===== src/rtl/dmem_arbiter_pkg.sv =====
// -----------------------------------------------------------------------------
// dmem_arbiter_pkg
// Shared types and constants for the data-memory arbiter: FSM state encoding,
// requester ids, bus widths, and small helpers for range checking and ack
// one-hot generation.
// -----------------------------------------------------------------------------
package dmem_arbiter_pkg;

    localparam int unsigned ADDR_W = 32;
    localparam int unsigned DATA_W = 32;
    localparam int unsigned REQ_N  = 2;

    // Requester ids: R0 is the CPU MEM stage, R1 the loader/debug port.
    localparam logic REQ_CPU = 1'b0;
    localparam logic REQ_LDR = 1'b1;

    typedef enum logic [1:0] {
        ST_IDLE   = 2'd0,
        ST_ACCESS = 2'd1,
        ST_RESP   = 2'd2
    } state_e;

    // True when the word index (byte address >> 2) falls outside the memory.
    function automatic logic addr_out_of_range(
        input logic [ADDR_W-1:0] addr,
        input int unsigned       depth_words
    );
        logic [ADDR_W-1:0] word_idx;
        word_idx = {2'b00, addr[ADDR_W-1:2]};
        return (word_idx >= depth_words);
    endfunction

    // One-hot ack vector for a requester id.
    function automatic logic [REQ_N-1:0] grant_onehot(input logic id);
        return (id == REQ_LDR) ? 2'b10 : 2'b01;
    endfunction

endpackage


===== src/rtl/dmem_arbiter_if.sv =====
// -----------------------------------------------------------------------------
// dmem_arbiter_if
// Bundles the requester-side handshake and the Data_Memory-side bus of the
// arbiter.
//   slave  : the arbiter's view (takes requests and ReadData_i, drives acks,
//            read data, stall and the memory strobes/address/data).
//   master : the environment's view (requesters plus the memory itself).
// -----------------------------------------------------------------------------
interface dmem_arbiter_if;
    import dmem_arbiter_pkg::*;

    // Requester side
    logic [REQ_N-1:0]  req_i;
    logic [REQ_N-1:0]  we_i;
    logic [ADDR_W-1:0] addr0_i;
    logic [ADDR_W-1:0] addr1_i;
    logic [DATA_W-1:0] wdata0_i;
    logic [DATA_W-1:0] wdata1_i;
    logic [REQ_N-1:0]  ack_o;
    logic              err_o;
    logic [DATA_W-1:0] rdata_o;
    logic              stall_o;

    // Data_Memory side
    logic              MemRead_o;
    logic              MemWrite_o;
    logic [ADDR_W-1:0] Addr_o;
    logic [DATA_W-1:0] WriteData_o;
    logic [DATA_W-1:0] ReadData_i;

    modport slave (
        input  req_i, we_i, addr0_i, addr1_i, wdata0_i, wdata1_i, ReadData_i,
        output ack_o, err_o, rdata_o, stall_o,
               MemRead_o, MemWrite_o, Addr_o, WriteData_o
    );

    modport master (
        output req_i, we_i, addr0_i, addr1_i, wdata0_i, wdata1_i, ReadData_i,
        input  ack_o, err_o, rdata_o, stall_o,
               MemRead_o, MemWrite_o, Addr_o, WriteData_o
    );

endinterface


===== src/rtl/dmem_arbiter_rr_pick.sv =====
// -----------------------------------------------------------------------------
// dmem_arbiter_rr_pick
// Combinational two-way round-robin picker.
//   req_i        : per-requester request bits
//   last_grant_i : id of the requester served last
//   grant_o      : id of the winner (meaningful only when valid_o=1)
//   valid_o      : at least one request present
// With both requesting, the one not served last wins.
// -----------------------------------------------------------------------------
module dmem_arbiter_rr_pick
    import dmem_arbiter_pkg::*;
(
    input  logic [REQ_N-1:0] req_i,
    input  logic             last_grant_i,
    output logic             grant_o,
    output logic             valid_o
);

    // Pick the winner from the request pattern and the previous grant.
    always_comb begin
        grant_o = REQ_CPU;
        valid_o = 1'b0;
        case (req_i)
            2'b01: begin
                grant_o = REQ_CPU;
                valid_o = 1'b1;
            end
            2'b10: begin
                grant_o = REQ_LDR;
                valid_o = 1'b1;
            end
            2'b11: begin
                grant_o = ~last_grant_i;
                valid_o = 1'b1;
            end
            default: begin
                grant_o = REQ_CPU;
                valid_o = 1'b0;
            end
        endcase
    end

endmodule


===== src/rtl/dmem_arbiter.sv =====
// -----------------------------------------------------------------------------
// dmem_arbiter
// Shares the single-port Data_Memory between the CPU MEM stage (R0) and the
// loader/debug port (R1). One access at a time, round-robin between
// requesters, IDLE -> ACCESS -> RESP -> IDLE.
//   clk_i, rst_i : clock (rising edge), asynchronous active-high reset
//   bus (slave)  : req/we/addr/wdata per requester, one-hot ack_o, err_o,
//                  rdata_o, stall_o for the pipeline, and the memory-side
//                  MemRead_o/MemWrite_o/Addr_o/WriteData_o/ReadData_i.
// All outputs except stall_o are registered. Address and write data are
// loaded on the same edge the strobe rises and are held afterwards, so they
// never move while a strobe is high.
// -----------------------------------------------------------------------------
module dmem_arbiter
    import dmem_arbiter_pkg::*;
#(
    parameter int unsigned MEM_LATENCY = 1,
    parameter int unsigned DEPTH_WORDS = 9
) (
    input  logic          clk_i,
    input  logic          rst_i,
    dmem_arbiter_if.slave bus
);

    localparam int unsigned      CNT_W    = (MEM_LATENCY > 1) ? $clog2(MEM_LATENCY) : 1;
    localparam logic [CNT_W-1:0] CNT_LOAD = CNT_W'(MEM_LATENCY - 1);
    localparam logic [CNT_W-1:0] CNT_ONE  = CNT_W'(1);
    localparam logic [CNT_W-1:0] CNT_ZERO = CNT_W'(0);

    state_e            state_q,      state_d;
    logic              last_grant_q, last_grant_d;
    logic              gnt_q,        gnt_d;
    logic              we_q,         we_d;
    logic [CNT_W-1:0]  cnt_q,        cnt_d;
    logic [ADDR_W-1:0] addr_q,       addr_d;
    logic [DATA_W-1:0] wdata_q,      wdata_d;
    logic [REQ_N-1:0]  ack_q,        ack_d;
    logic              err_q,        err_d;
    logic [DATA_W-1:0] rdata_q,      rdata_d;
    logic              mem_read_q,   mem_read_d;
    logic              mem_write_q,  mem_write_d;

    logic              pick_gnt_s;
    logic              pick_valid_s;
    logic              sel_we_s;
    logic [ADDR_W-1:0] sel_addr_s;
    logic [DATA_W-1:0] sel_wdata_s;
    logic              sel_oor_s;

    dmem_arbiter_rr_pick u_pick (
        .req_i        (bus.req_i),
        .last_grant_i (last_grant_q),
        .grant_o      (pick_gnt_s),
        .valid_o      (pick_valid_s)
    );

    assign sel_we_s    = bus.we_i[pick_gnt_s];
    assign sel_addr_s  = (pick_gnt_s == REQ_LDR) ? bus.addr1_i  : bus.addr0_i;
    assign sel_wdata_s = (pick_gnt_s == REQ_LDR) ? bus.wdata1_i : bus.wdata0_i;
    assign sel_oor_s   = addr_out_of_range(sel_addr_s, DEPTH_WORDS);

    // Next-state and next-output computation for the access FSM.
    always_comb begin
        state_d      = state_q;
        last_grant_d = last_grant_q;
        gnt_d        = gnt_q;
        we_d         = we_q;
        cnt_d        = cnt_q;
        addr_d       = addr_q;
        wdata_d      = wdata_q;
        rdata_d      = rdata_q;
        ack_d        = 2'b00;
        err_d        = 1'b0;
        mem_read_d   = 1'b0;
        mem_write_d  = 1'b0;

        case (state_q)
            ST_IDLE: begin
                if (pick_valid_s) begin
                    gnt_d = pick_gnt_s;
                    we_d  = sel_we_s;
                    cnt_d = CNT_LOAD;
                    if (sel_oor_s) begin
                        // Out-of-range: skip the memory entirely and answer now.
                        state_d = ST_RESP;
                        ack_d   = grant_onehot(pick_gnt_s);
                        err_d   = 1'b1;
                        rdata_d = 32'h0000_0000;
                    end else begin
                        state_d     = ST_ACCESS;
                        addr_d      = sel_addr_s;
                        wdata_d     = sel_wdata_s;
                        mem_write_d = sel_we_s;
                        mem_read_d  = ~sel_we_s;
                    end
                end else begin
                    state_d = ST_IDLE;
                end
            end

            ST_ACCESS: begin
                if (cnt_q == CNT_ZERO) begin
                    state_d = ST_RESP;
                    ack_d   = grant_onehot(gnt_q);
                    rdata_d = we_q ? 32'h0000_0000 : bus.ReadData_i;
                end else begin
                    cnt_d       = cnt_q - CNT_ONE;
                    mem_write_d = we_q;
                    mem_read_d  = ~we_q;
                end
            end

            ST_RESP: begin
                state_d      = ST_IDLE;
                last_grant_d = gnt_q;
            end

            default: begin
                state_d = ST_IDLE;
            end
        endcase
    end

    // State and output registers; reset aborts any access in flight.
    always_ff @(posedge clk_i or posedge rst_i) begin
        if (rst_i) begin
            state_q      <= ST_IDLE;
            last_grant_q <= REQ_LDR;
            gnt_q        <= REQ_CPU;
            we_q         <= 1'b0;
            cnt_q        <= CNT_ZERO;
            addr_q       <= 32'h0000_0000;
            wdata_q      <= 32'h0000_0000;
            ack_q        <= 2'b00;
            err_q        <= 1'b0;
            rdata_q      <= 32'h0000_0000;
            mem_read_q   <= 1'b0;
            mem_write_q  <= 1'b0;
        end else begin
            state_q      <= state_d;
            last_grant_q <= last_grant_d;
            gnt_q        <= gnt_d;
            we_q         <= we_d;
            cnt_q        <= cnt_d;
            addr_q       <= addr_d;
            wdata_q      <= wdata_d;
            ack_q        <= ack_d;
            err_q        <= err_d;
            rdata_q      <= rdata_d;
            mem_read_q   <= mem_read_d;
            mem_write_q  <= mem_write_d;
        end
    end

    assign bus.ack_o       = ack_q;
    assign bus.err_o       = err_q;
    assign bus.rdata_o     = rdata_q;
    assign bus.MemRead_o   = mem_read_q;
    assign bus.MemWrite_o  = mem_write_q;
    assign bus.Addr_o      = addr_q;
    assign bus.WriteData_o = wdata_q;
    // The CPU is stalled while it asks and has not yet been answered.
    assign bus.stall_o     = bus.req_i[0] & ~ack_q[0];

endmodule


===== src/flat_wrapper.sv =====
// flat-port wrapper written by rule: the top's interface ports become plain ports
module dmem_arbiter_flat import dmem_arbiter_pkg::*;
#(
    parameter int unsigned MEM_LATENCY = 1,
    parameter int unsigned DEPTH_WORDS = 9
)
  (clk_i, rst_i, bus_req_i, bus_we_i, bus_addr0_i, bus_addr1_i, bus_wdata0_i, bus_wdata1_i, bus_ReadData_i, bus_ack_o, bus_err_o, bus_rdata_o, bus_stall_o, bus_MemRead_o, bus_MemWrite_o, bus_Addr_o, bus_WriteData_o);
  dmem_arbiter_if bus_i ();
  input  logic clk_i;
  input  logic rst_i;
  input wire logic [$bits(bus_i.req_i)-1:0] bus_req_i;
  input wire logic [$bits(bus_i.we_i)-1:0] bus_we_i;
  input wire logic [$bits(bus_i.addr0_i)-1:0] bus_addr0_i;
  input wire logic [$bits(bus_i.addr1_i)-1:0] bus_addr1_i;
  input wire logic [$bits(bus_i.wdata0_i)-1:0] bus_wdata0_i;
  input wire logic [$bits(bus_i.wdata1_i)-1:0] bus_wdata1_i;
  input wire logic [$bits(bus_i.ReadData_i)-1:0] bus_ReadData_i;
  output wire logic [$bits(bus_i.ack_o)-1:0] bus_ack_o;
  output wire logic [$bits(bus_i.err_o)-1:0] bus_err_o;
  output wire logic [$bits(bus_i.rdata_o)-1:0] bus_rdata_o;
  output wire logic [$bits(bus_i.stall_o)-1:0] bus_stall_o;
  output wire logic [$bits(bus_i.MemRead_o)-1:0] bus_MemRead_o;
  output wire logic [$bits(bus_i.MemWrite_o)-1:0] bus_MemWrite_o;
  output wire logic [$bits(bus_i.Addr_o)-1:0] bus_Addr_o;
  output wire logic [$bits(bus_i.WriteData_o)-1:0] bus_WriteData_o;
  assign bus_i.req_i = bus_req_i;
  assign bus_i.we_i = bus_we_i;
  assign bus_i.addr0_i = bus_addr0_i;
  assign bus_i.addr1_i = bus_addr1_i;
  assign bus_i.wdata0_i = bus_wdata0_i;
  assign bus_i.wdata1_i = bus_wdata1_i;
  assign bus_i.ReadData_i = bus_ReadData_i;
  assign bus_ack_o = bus_i.ack_o;
  assign bus_err_o = bus_i.err_o;
  assign bus_rdata_o = bus_i.rdata_o;
  assign bus_stall_o = bus_i.stall_o;
  assign bus_MemRead_o = bus_i.MemRead_o;
  assign bus_MemWrite_o = bus_i.MemWrite_o;
  assign bus_Addr_o = bus_i.Addr_o;
  assign bus_WriteData_o = bus_i.WriteData_o;
  dmem_arbiter #(.MEM_LATENCY(MEM_LATENCY), .DEPTH_WORDS(DEPTH_WORDS)) u_core (.clk_i(clk_i), .rst_i(rst_i), .bus(bus_i));
endmodule

===== config.mk =====
export PLATFORM = sky130hd
export DESIGN_NAME = dmem_arbiter_flat
export DESIGN_NICKNAME = d
export VERILOG_FILES = /design/src/rtl/dmem_arbiter_pkg.sv /design/src/rtl/dmem_arbiter_if.sv /design/src/rtl/dmem_arbiter_rr_pick.sv /design/src/rtl/dmem_arbiter.sv /design/src/flat_wrapper.sv
export SDC_FILE = /design/constraint.sdc
export NUM_CORES = 1
export LEC_CHECK = 0
export BUFFER_PORTS_ARGS = -buffer_cell sky130_fd_sc_hd__buf_2
export CAP_MARGIN = 20
export CELL_PAD_IN_SITES_DETAIL_PLACEMENT = 0
export CELL_PAD_IN_SITES_GLOBAL_PLACEMENT = 2
export CORE_MARGIN = 1
export CORE_UTILIZATION = 29
export CTS_BUF_LIST = sky130_fd_sc_hd__clkbuf_8
export DETAILED_ROUTE_END_ITERATION = 6
export MAX_ROUTING_LAYER = met4
export PLACE_DENSITY_LB_ADDON = 0.1
export SYNTH_ARGS = -nofsm -noshare
export SYNTH_HDL_FRONTEND = slang
export SYNTH_HIERARCHICAL = 1
export SYNTH_SLANG_ARGS = --single-unit

===== constraint.sdc =====
create_clock -name clk_i -period 5.7 [get_ports clk_i]
set_input_delay 1.425 -clock clk_i [delete_from_list [all_inputs] [get_ports clk_i]]
set_output_delay 1.425 -clock clk_i [all_outputs]
set_load 0.1 [all_outputs]

==> flow_metrics.py, run 1 <==
metrics = {
    "status": {
        "status": "finished clean",
    },
    "cts": {
        "cts.sinks": 106,
        "cts_buffers": 9,
        "h-tree-depth": 3,
        "ctsLongestPathBuffers": 2,
        "cts_resized": 0,
        "post_cts_buffers": 0,
        "cts-root-buf": "clkbuf_8",
        "hold_buffers": 0,
        "cts_tree": "built",
        "path_clk_slew_ns": 0.11,
        "clk_latency_ns": 0.38,
    },
    "place": {
        "place_congestion": 0.755,
        "port_buffers": 267,
        "dpl.cell_count": 850,
        "place_area_um2": 6270,
        "hpwl_um": 10100,
    },
    "worst_setup_path": {
        "cp-start-kind": "input pin",
        "end_kind": "flop",
        "required_ns": 6.00,
        "crit_chain": "buf_2 > a21boi_4 > nor4b_1 > nand4_1 > a221oi_2 > nand3_1 > buf_4 > o21ai_0",
        "slowest_stage": "a21boi_4",
        "crit_arrival_ns": 4.26,
        "cp_max_fo": 27,
        "crit_type": "in2reg",
        "cp_slowest_stage_delay_ns": 0.66,
    },
    "drt": {
        "vias": 3880,
        "via_per_inst": 4.48,
        "drc": 0,
        "postRouteWirelength_um": 13500,
        "firstDrtPassIters": 4,
        "wl_per_cell_um": 15.5,
        "final_antenna_net_count": 0,
        "dr.first_iter.drc_count": 139,
    },
    "finish": {
        "fin_area_um2": 6490,
        "area_growth_pct": 38.5,
        "final_nets": 811,
        "final_util": 0.410,
        "instances_no_fill": 867,
        "drive_above_1_share": 0.578,
        "fillCellCount": 1624,
    },
    "synth": {
        "ys_seq_area_frac": 0.567,
        "ys_top_cells_by_area": "dfrtp_1 56%, mux2_2 16%, a22oi_1 5.1%",
        "synth-edff-count": 0,
        "syn_area_per_cell_um2": 12.2,
        "synth_cells": 384,
        "ys.flop_type": "dfrtp_1",
        "synth_cell_types": 35,
        "synth_top_area_share": 0.561,
        "ys_ff_latch": 106,
        "yosysTopAreaCell": "dfrtp_1",
        "ys_warn_count": 6,
        "syn_area_um2": 4680,
        "synth_fp_nets": 550,
        "synth-async-reset-ratio": 1.00,
    },
    "grt": {
        "grt_max_degree": 60,
        "antenna_found_initial": 1,
        "track_usage": 0.168,
        "grt_pass1_wl_um": 20500,
        "grt_pass1_vias": 3985,
        "overflow": 0,
    },
    "die": {
        "die_x_um": 129,
        "dieArea_um2": 16700,
        "die_y_um": 129,
        "core_area_um2": 15800,
        "num_io_pins": 268,
        "rows": 46,
        "start_util": 0.296,
    },
    "pwr": {
        "p_total_mw": 1.48,
        "powerDensity_nw_per_um2": 229,
        "p_leak_nw": 3.51,
        "max-vdd-ir-drop_mv": 0.106,
    },
    "timing": {
        "hold_viol_final": 0,
        "setup_violations": 0,
        "slew_violations": 0,
        "worst_pin_slew_ns": 0.945,
        "tns_ns": 0,
        "period_minus_slack_ns": 3.96,
        "max_slew_margin": 0.369,
        "rsz0062_at_grt": "false",
        "fin_crit_sh": 0.695,
        "clock_skew_ns": 0.0128,
        "fmaxAchievable_ghz": 0.252,
    },
    "worst_hold_path": {
        "hold_class": "reg2reg",
    },
    "run": {
        "maxCapViolations": 0,
    },
}
## layer usage
layer	global-route usage	vias up	part of all wire
met5	-	-	0
met4	0.0664	0	0.016
met3	0.0355	17	0.054
met2	0.292	125	0.52
met1	0.189	1843	0.41
li1	-	1895	-
## state kept, by name, indices dropped and copies added (netlist names)
register                count
u_core/bus.Addr_o          32
u_core/bus.WriteData_o     32
u_core/bus.rdata_o         32
u_core/bus.ack_o            2
u_core/state_q              2
u_core/bus.MemRead_o        1
u_core/bus.MemWrite_o       1
u_core/bus.err_o            1
u_core/gnt_q                1
u_core/last_grant_q         1
u_core/we_q                 1
## cell usage after synthesis (all sizes together) (5+ instances only)
| master | count |
|---|---|
| o21ai | 32 |
| nand2 | 35 |
| nor4 | 7 |
| clkbuf | 20 |
| nor3 | 5 |
| and2 | 27 |
| buf | 5 |
| nor2 | 8 |
| a22oi | 32 |
| mux2 | 77 |
| dfrtp | 105 |
## layout make-up
| type | instances | area [um^2] | area share |
|---|---|---|---|
| Sequential cell | 106 | 2650 | 0.409 |
| Clock inverter | 7 | 93.8 | 0.0145 |
| Antenna cell | 1 | 2.50 | 0.000386 |
| Clock buffer | 9 | 124 | 0.0191 |
| Timing Repair Buffer | 275 | 1400 | 0.215 |
| Tap cell | 216 | 270 | 0.0417 |
| Inverter | 3 | 13.8 | 0.00212 |
| Multi-Input combinational cell | 250 | 1930 | 0.298 |
## kinds of logic after synthesis
kind of cell / Yosys count / share of synthesized area
compound gates: 75 / 0.103
buf+inv: 28 / 0.0262
mux: 78 / 0.195
flops: 106 / 0.567
simple gates: 97 / 0.108
## where the power goes
part / internal (mW) / switching, mW / total, mW / leakage, nW
clock: 0.215 / 0.289 / 0.504 / 0.107
combinational: 0.0969 / 0.109 / 0.206 / 1.94
sequential: 0.763 / 0.00914 / 0.772 / 1.47
## cells in the final DEF, fill, tap and decap left out, drive strengths merged, types with 2 or more instances in the layout
cell    instances
a21oi           3
inv             6
nor3            5
buf           275
nor4            7
nor2b           3
o21ai          32
nor2            8
clkbuf          9
nand2b          3
mux2           77
nand2          35
clkinv          2
a22oi          32
o22ai           2
nand4           3
dfrtp         105
and2           27
## metrics by stage
stage / hold WS [ns] / worst slack [ns]
after CTS: 0.496 / 1.58
final: 0.487 / 1.74
after detailed placement: 0.465 / 1.18
after floorplan: 0.464 / 1.49
after global routing: 0.503 / 1.43
after global placement: 0.465 / 1.35
## path summary, 6_finish.rpt
kind | startpoint | to | slack [ns] | cells after the start
worst max-delay path | bus_req_i[0] | u_core/bus.rdata_o[7] | 1.74 | 8
worst min-delay path | u_core/bus.Addr_o[13] | u_core/bus.Addr_o[13] | 0.49 | 1
worst max register to register | u_core/last_grant_q | u_core/bus.rdata_o[7] | 2.51 | 7
worst min register to register | u_core/bus.Addr_o[13] | u_core/bus.Addr_o[13] | 0.49 | 1
max in group asynchronous | rst_i | u_core/bus.Addr_o[7] | 3.42 | 3
min in group asynchronous | rst_i | u_core/bus.Addr_o[24] | 1.15 | 2
## worst max-delay path: cells and delay by family
kind / cells / cell delay [ns]
compound gates: 3 / 1.28
buf+inv: 2 / 0.53
simple gates: 3 / 1.03
(Power assumes the default switching activity.)
==> run 2: changes to the inputs <==
CORE_UTILIZATION = 24   (was 29)
clock period = 3.3 ns   (was 5.7 ns; I/O delays follow)
==> flow_metrics.py, run 2 (synthesized netlist as in run 1, its figures left out) <==
metrics = {
    "pwr": {
        "powerDensity_nw_per_um2": 394,
        "max-vdd-ir-drop_mv": 0.185,
        "p_leak_nw": 3.54,
    },
    "drt": {
        "dr.first_iter.drc_count": 113,
        "firstDrtPassIters": 4,
        "final_antenna_net_count": 0,
        "postRouteWirelength_um": 13500,
        "drc": 0,
        "wl_per_cell_um": 14.7,
        "via_per_inst": 4.22,
        "vias": 3856,
    },
    "cts": {
        "hold_buffers": 0,
        "cts-root-buf": "clkbuf_8",
        "cts_tree": "built",
        "path_clk_slew_ns": 0.11,
        "post_cts_buffers": 0,
        "h-tree-depth": 3,
        "cts.sinks": 106,
        "cts_resized": 0,
        "ctsLongestPathBuffers": 2,
        "clk_latency_ns": 0.39,
        "cts_buffers": 9,
    },
    "finish": {
        "fin_area_um2": 6590,
        "final_cell_mix": "267 x buf_2, 105 x dfrtp_1, 67 x mux2_2",
        "drive_above_1_share": 0.580,
        "instances_no_fill": 913,
        "final_nets": 814,
        "diodes": 0,
        "layout_commonest_cell": "buf_2",
        "area_growth_pct": 40.7,
    },
    "run": {
        "maxCapViolations": 0,
    },
    "timing": {
        "fmaxAchievable_ghz": 0.388,
        "clock_skew_ns": 0.0192,
        "fin_crit_sh": 0.782,
        "hold_viol_final": 0,
        "worst_pin_slew_ns": 0.766,
        "tns_ns": 0,
        "period_minus_slack_ns": 2.58,
        "max_slew_margin": 0.489,
        "holdWs_ns": 0.493,
        "setup_violations": 0,
        "rsz0062_at_grt": "false",
        "slew_violations": 0,
    },
    "worst_setup_path": {
        "cp_max_fo": 67,
        "crit_chain": "buf_2 > a21boi_4 > or4b_1 > o22ai_1 > nand4_4 > buf_12 > mux2_4",
        "r2r_cells": 6,
        "reg2reg_to": "u_core/bus.WriteData_o[15]",
        "slowest_stage": "or4b_1",
        "reg2reg_slack_ns": 0.79,
        "crit_arrival_ns": 2.85,
        "r2r_start": "u_core/last_grant_q",
        "crit_type": "in2reg",
        "required_ns": 3.57,
        "cp_slowest_stage_delay_ns": 0.47,
        "cp-start-kind": "input pin",
        "worst-path-buf-inv": 2,
        "end_kind": "flop",
        "cp_top_family": "compound AO/OA/AOI/OAI gates",
    },
    "grt": {
        "track_usage": 0.142,
        "overflow": 0,
        "grt_pass1_wl_um": 20900,
        "antenna_found_initial": 0,
        "grt_max_degree": 68,
        "grt_pass1_vias": 3885,
    },
    "die": {
        "num_io_pins": 268,
        "start_util": 0.248,
        "dieArea_um2": 20100,
        "die_x_um": 142,
        "rows": 50,
        "core_area_um2": 18900,
        "die_y_um": 142,
    },
    "place": {
        "dpl.cell_count": 897,
        "place_congestion": 0.710,
        "port_buffers": 267,
        "hpwl_um": 9930,
        "place_area_um2": 6360,
    },
    "worst_hold_path": {
        "whs_endpoint": "u_core/bus.Addr_o[12]",
        "holdCritStartpoint": "u_core/bus.Addr_o[12]",
        "hold_class": "reg2reg",
        "min_path_cells": 1,
    },
    "status": {
        "status": "finished clean",
    },
}
## run 2: changes by cell type in the layout (fill, tap and decap cells not counted), sizes merged
cell    delta
buf        +3
clkinv     +2
diode      -1
inv        -2
## run 2: where the power goes
part / switching (mW) / internal [mW]
clock: 0.515 / 0.379
combinational: 0.190 / 0.174
sequential: 0.0162 / 1.32
total: 0.721 / 1.87
## run 2: stage by stage
stage,worst slack [ns],total power [mW],utilization
6_report,0.720,2.59,0.349
5_1_grt,0.589,2.73,0.349
4_1_cts,0.731,2.64,0.349
3_5_place_dp,0.304,1.73,0.336
3_3_place_gp,0.389,1.73,0.336
2_1_floorplan,0.264,1.56,-
## run 2: how the worst max path moves through the flow
| stage | startpoint | to | slack, ns | cells after the start |
|---|---|---|---|---|
| floorplan | u_core/bus.ack_o[0] | bus_stall_o | 0.26 | 1 |
| global placement | bus_req_i[0] | u_core/bus.WriteData_o[16] | 0.39 | 7 |
| detailed placement | bus_req_i[0] | u_core/bus.WriteData_o[16] | 0.30 | 8 |
| CTS | bus_req_i[0] | u_core/bus.WriteData_o[17] | 0.73 | 7 |
| global route | bus_req_i[1] | u_core/bus.WriteData_o[17] | 0.59 | 8 |
| finish | bus_req_i[0] | u_core/bus.WriteData_o[15] | 0.72 | 7 |
## run 2: layout make-up
cell class	instances	area, um^2
clock inverters	7	108
repair buffers	278	1430
inverters	3	15.0
clock buffers	9	124
multi-input cells	250	1930
fillers	1973	12300
well taps	260	325
flip-flops and latches	106	2650
## run 2: metal layers
metal,vias to the layer above,global-route usage,wire length [um]
met2,167,0.229,6490
met5,-,-,0
li1,1899,-,-
met3,13,0.0358,1050
met1,1777,0.170,5730
met4,0,0.0515,194
==> run 3: changes to the inputs <==
CORE_UTILIZATION = 27   (was 24)
clock period = 2.6 ns   (was 3.3 ns; I/O delays follow)
==> flow_metrics.py, run 3 (synthesized netlist as in run 1, its figures left out) <==
metrics = {
    "cts": {
        "h-tree-depth": 3,
        "path_clk_slew_ns": 0.10,
        "clk_latency_ns": 0.38,
        "cts.sinks": 106,
        "cts_buffers": 9,
        "cts_tree": "built",
        "cts_resized": 0,
        "post_cts_buffers": 0,
        "cts-root-buf": "clkbuf_8",
        "hold_buffers": 0,
        "ctsLongestPathBuffers": 2,
    },
    "grt": {
        "antenna_found_initial": 0,
        "grt_pass1_vias": 4082,
        "overflow": 0,
        "track_usage": 0.159,
        "grt_max_degree": 107,
        "grt_pass1_wl_um": 21300,
    },
    "worst_setup_path": {
        "end_kind": "flop",
        "crit_type": "reg2reg",
        "crit_arrival_ns": 2.66,
        "cpMostUsedCell": "buf_4",
        "cp-start-kind": "flop",
        "cp_slowest_stage_delay_ns": 0.60,
        "required_ns": 2.87,
        "crit_chain": "a21boi_4 > or4_1 > o22ai_1 > buf_4 > nand4_4 > buf_12 > buf_4 > and2_1",
        "slowest_stage": "dfstp_2",
        "cp_max_fo": 39,
    },
    "die": {
        "die_y_um": 134,
        "dieArea_um2": 17900,
        "start_util": 0.279,
        "core_area_um2": 16800,
        "die_x_um": 134,
        "rows": 47,
        "num_io_pins": 268,
    },
    "finish": {
        "diodes": 0,
        "final_nets": 821,
        "drive_above_1_share": 0.586,
        "layout_commonest_cell": "buf_2",
        "fillCellCount": 1683,
        "final_cell_mix": "267 x buf_2, 105 x dfrtp_1, 67 x mux2_2",
        "area_growth_pct": 41.2,
        "fin_area_um2": 6610,
    },
    "timing": {
        "slew_violations": 0,
        "hold_viol_final": 0,
        "rsz0062_at_grt": "false",
        "holdWs_ns": 0.382,
        "max_slew_margin": 0.606,
        "clock_skew_ns": 0.00774,
        "setup_violations": 0,
        "worst_pin_slew_ns": 0.591,
        "tns_ns": 0,
        "fmaxAchievable_ghz": 0.419,
        "period_minus_slack_ns": 2.39,
        "layout_setup_ws_ns": 0.213,
        "fin_crit_sh": 0.918,
    },
    "run": {
        "maxCapViolations": 0,
    },
    "place": {
        "dp_slack_ns": -0.0603,
        "place_congestion": 0.727,
        "place_area_um2": 6390,
        "hpwl_um": 9780,
        "port_buffers": 267,
    },
    "drt": {
        "highest_layer": "met4",
        "vias": 3931,
        "drc": 0,
        "postRouteWirelength_um": 13200,
        "via_per_inst": 4.47,
        "dr.first_iter.drc_count": 144,
        "wl_met1_um": 5620,
        "firstDrtPassIters": 4,
        "dr_wl_met3_um": 929,
        "wl_met2_um": 6480,
        "wl_per_cell_um": 15.0,
        "final_antenna_net_count": 0,
    },
    "pwr": {
        "p_total_mw": 3.30,
        "p_leak_nw": 3.58,
        "max-vdd-ir-drop_mv": 0.251,
        "powerDensity_nw_per_um2": 499,
    },
    "worst_hold_path": {
        "hold_class": "in2async",
    },
    "status": {
        "status": "finished clean",
    },
}
## run 3: critical path: cells and delay by family (launching register included)
| kind | cells | cell delay, ns |
|---|---|---|
| compound gates | 2 | 0.29 |
| buf+inv | 3 | 0.56 |
| flops | 1 | 0.60 |
| simple gates | 3 | 0.80 |
## run 3: final cells by class
class | count | area (um^2) | area share
flip-flops and latches | 106 | 2650 | 0.401
multi-input cells | 250 | 1930 | 0.293
repair buffers | 285 | 1510 | 0.228
well taps | 220 | 275 | 0.0416
clock buffers | 9 | 124 | 0.0187
clock inverters | 7 | 101 | 0.0153
inverters | 3 | 15.0 | 0.00227
## run 3: path summary, 6_finish.rpt
path | endpoint | start | slack, ns | cells past startpoint
hold reg to reg | u_core/bus.Addr_o[30] | u_core/bus.Addr_o[30] | 0.49 | 1
setup reg to reg | u_core/bus.Addr_o[24] | u_core/last_grant_q | 0.21 | 8
setup / recovery | u_core/bus.Addr_o[24] | u_core/last_grant_q | 0.21 | 8
hold / removal | u_core/bus.Addr_o[15] | rst_i | 0.38 | 3
max in group asynchronous | u_core/bus.WriteData_o[25] | rst_i | 1.74 | 3
min in group clk_i | u_core/bus.Addr_o[30] | u_core/bus.Addr_o[30] | 0.49 | 1
## run 3: metal layers
metal | vias to the layer above | track usage
li1 | 1903 | -
met4 | 0 | 0.0549
met3 | 12 | 0.0369
met1 | 1855 | 0.188
met5 | - | -
met2 | 161 | 0.264
## run 3: report_power, final
group	total (mW)	internal [mW]	switching (mW)	leakage (nW)
logic	0.464	0.224	0.240	2.00
clock network	1.14	0.552	0.587	0.112
registers	1.70	1.67	0.0224	1.47
total	3.30	2.45	0.849	3.58
## run 3: through the flow
step,utilization,std cells
floorplan,-,384
detailed placement,0.381,864
global placement,0.381,864
global route,0.395,880
CTS,0.395,880
finish,0.395,880
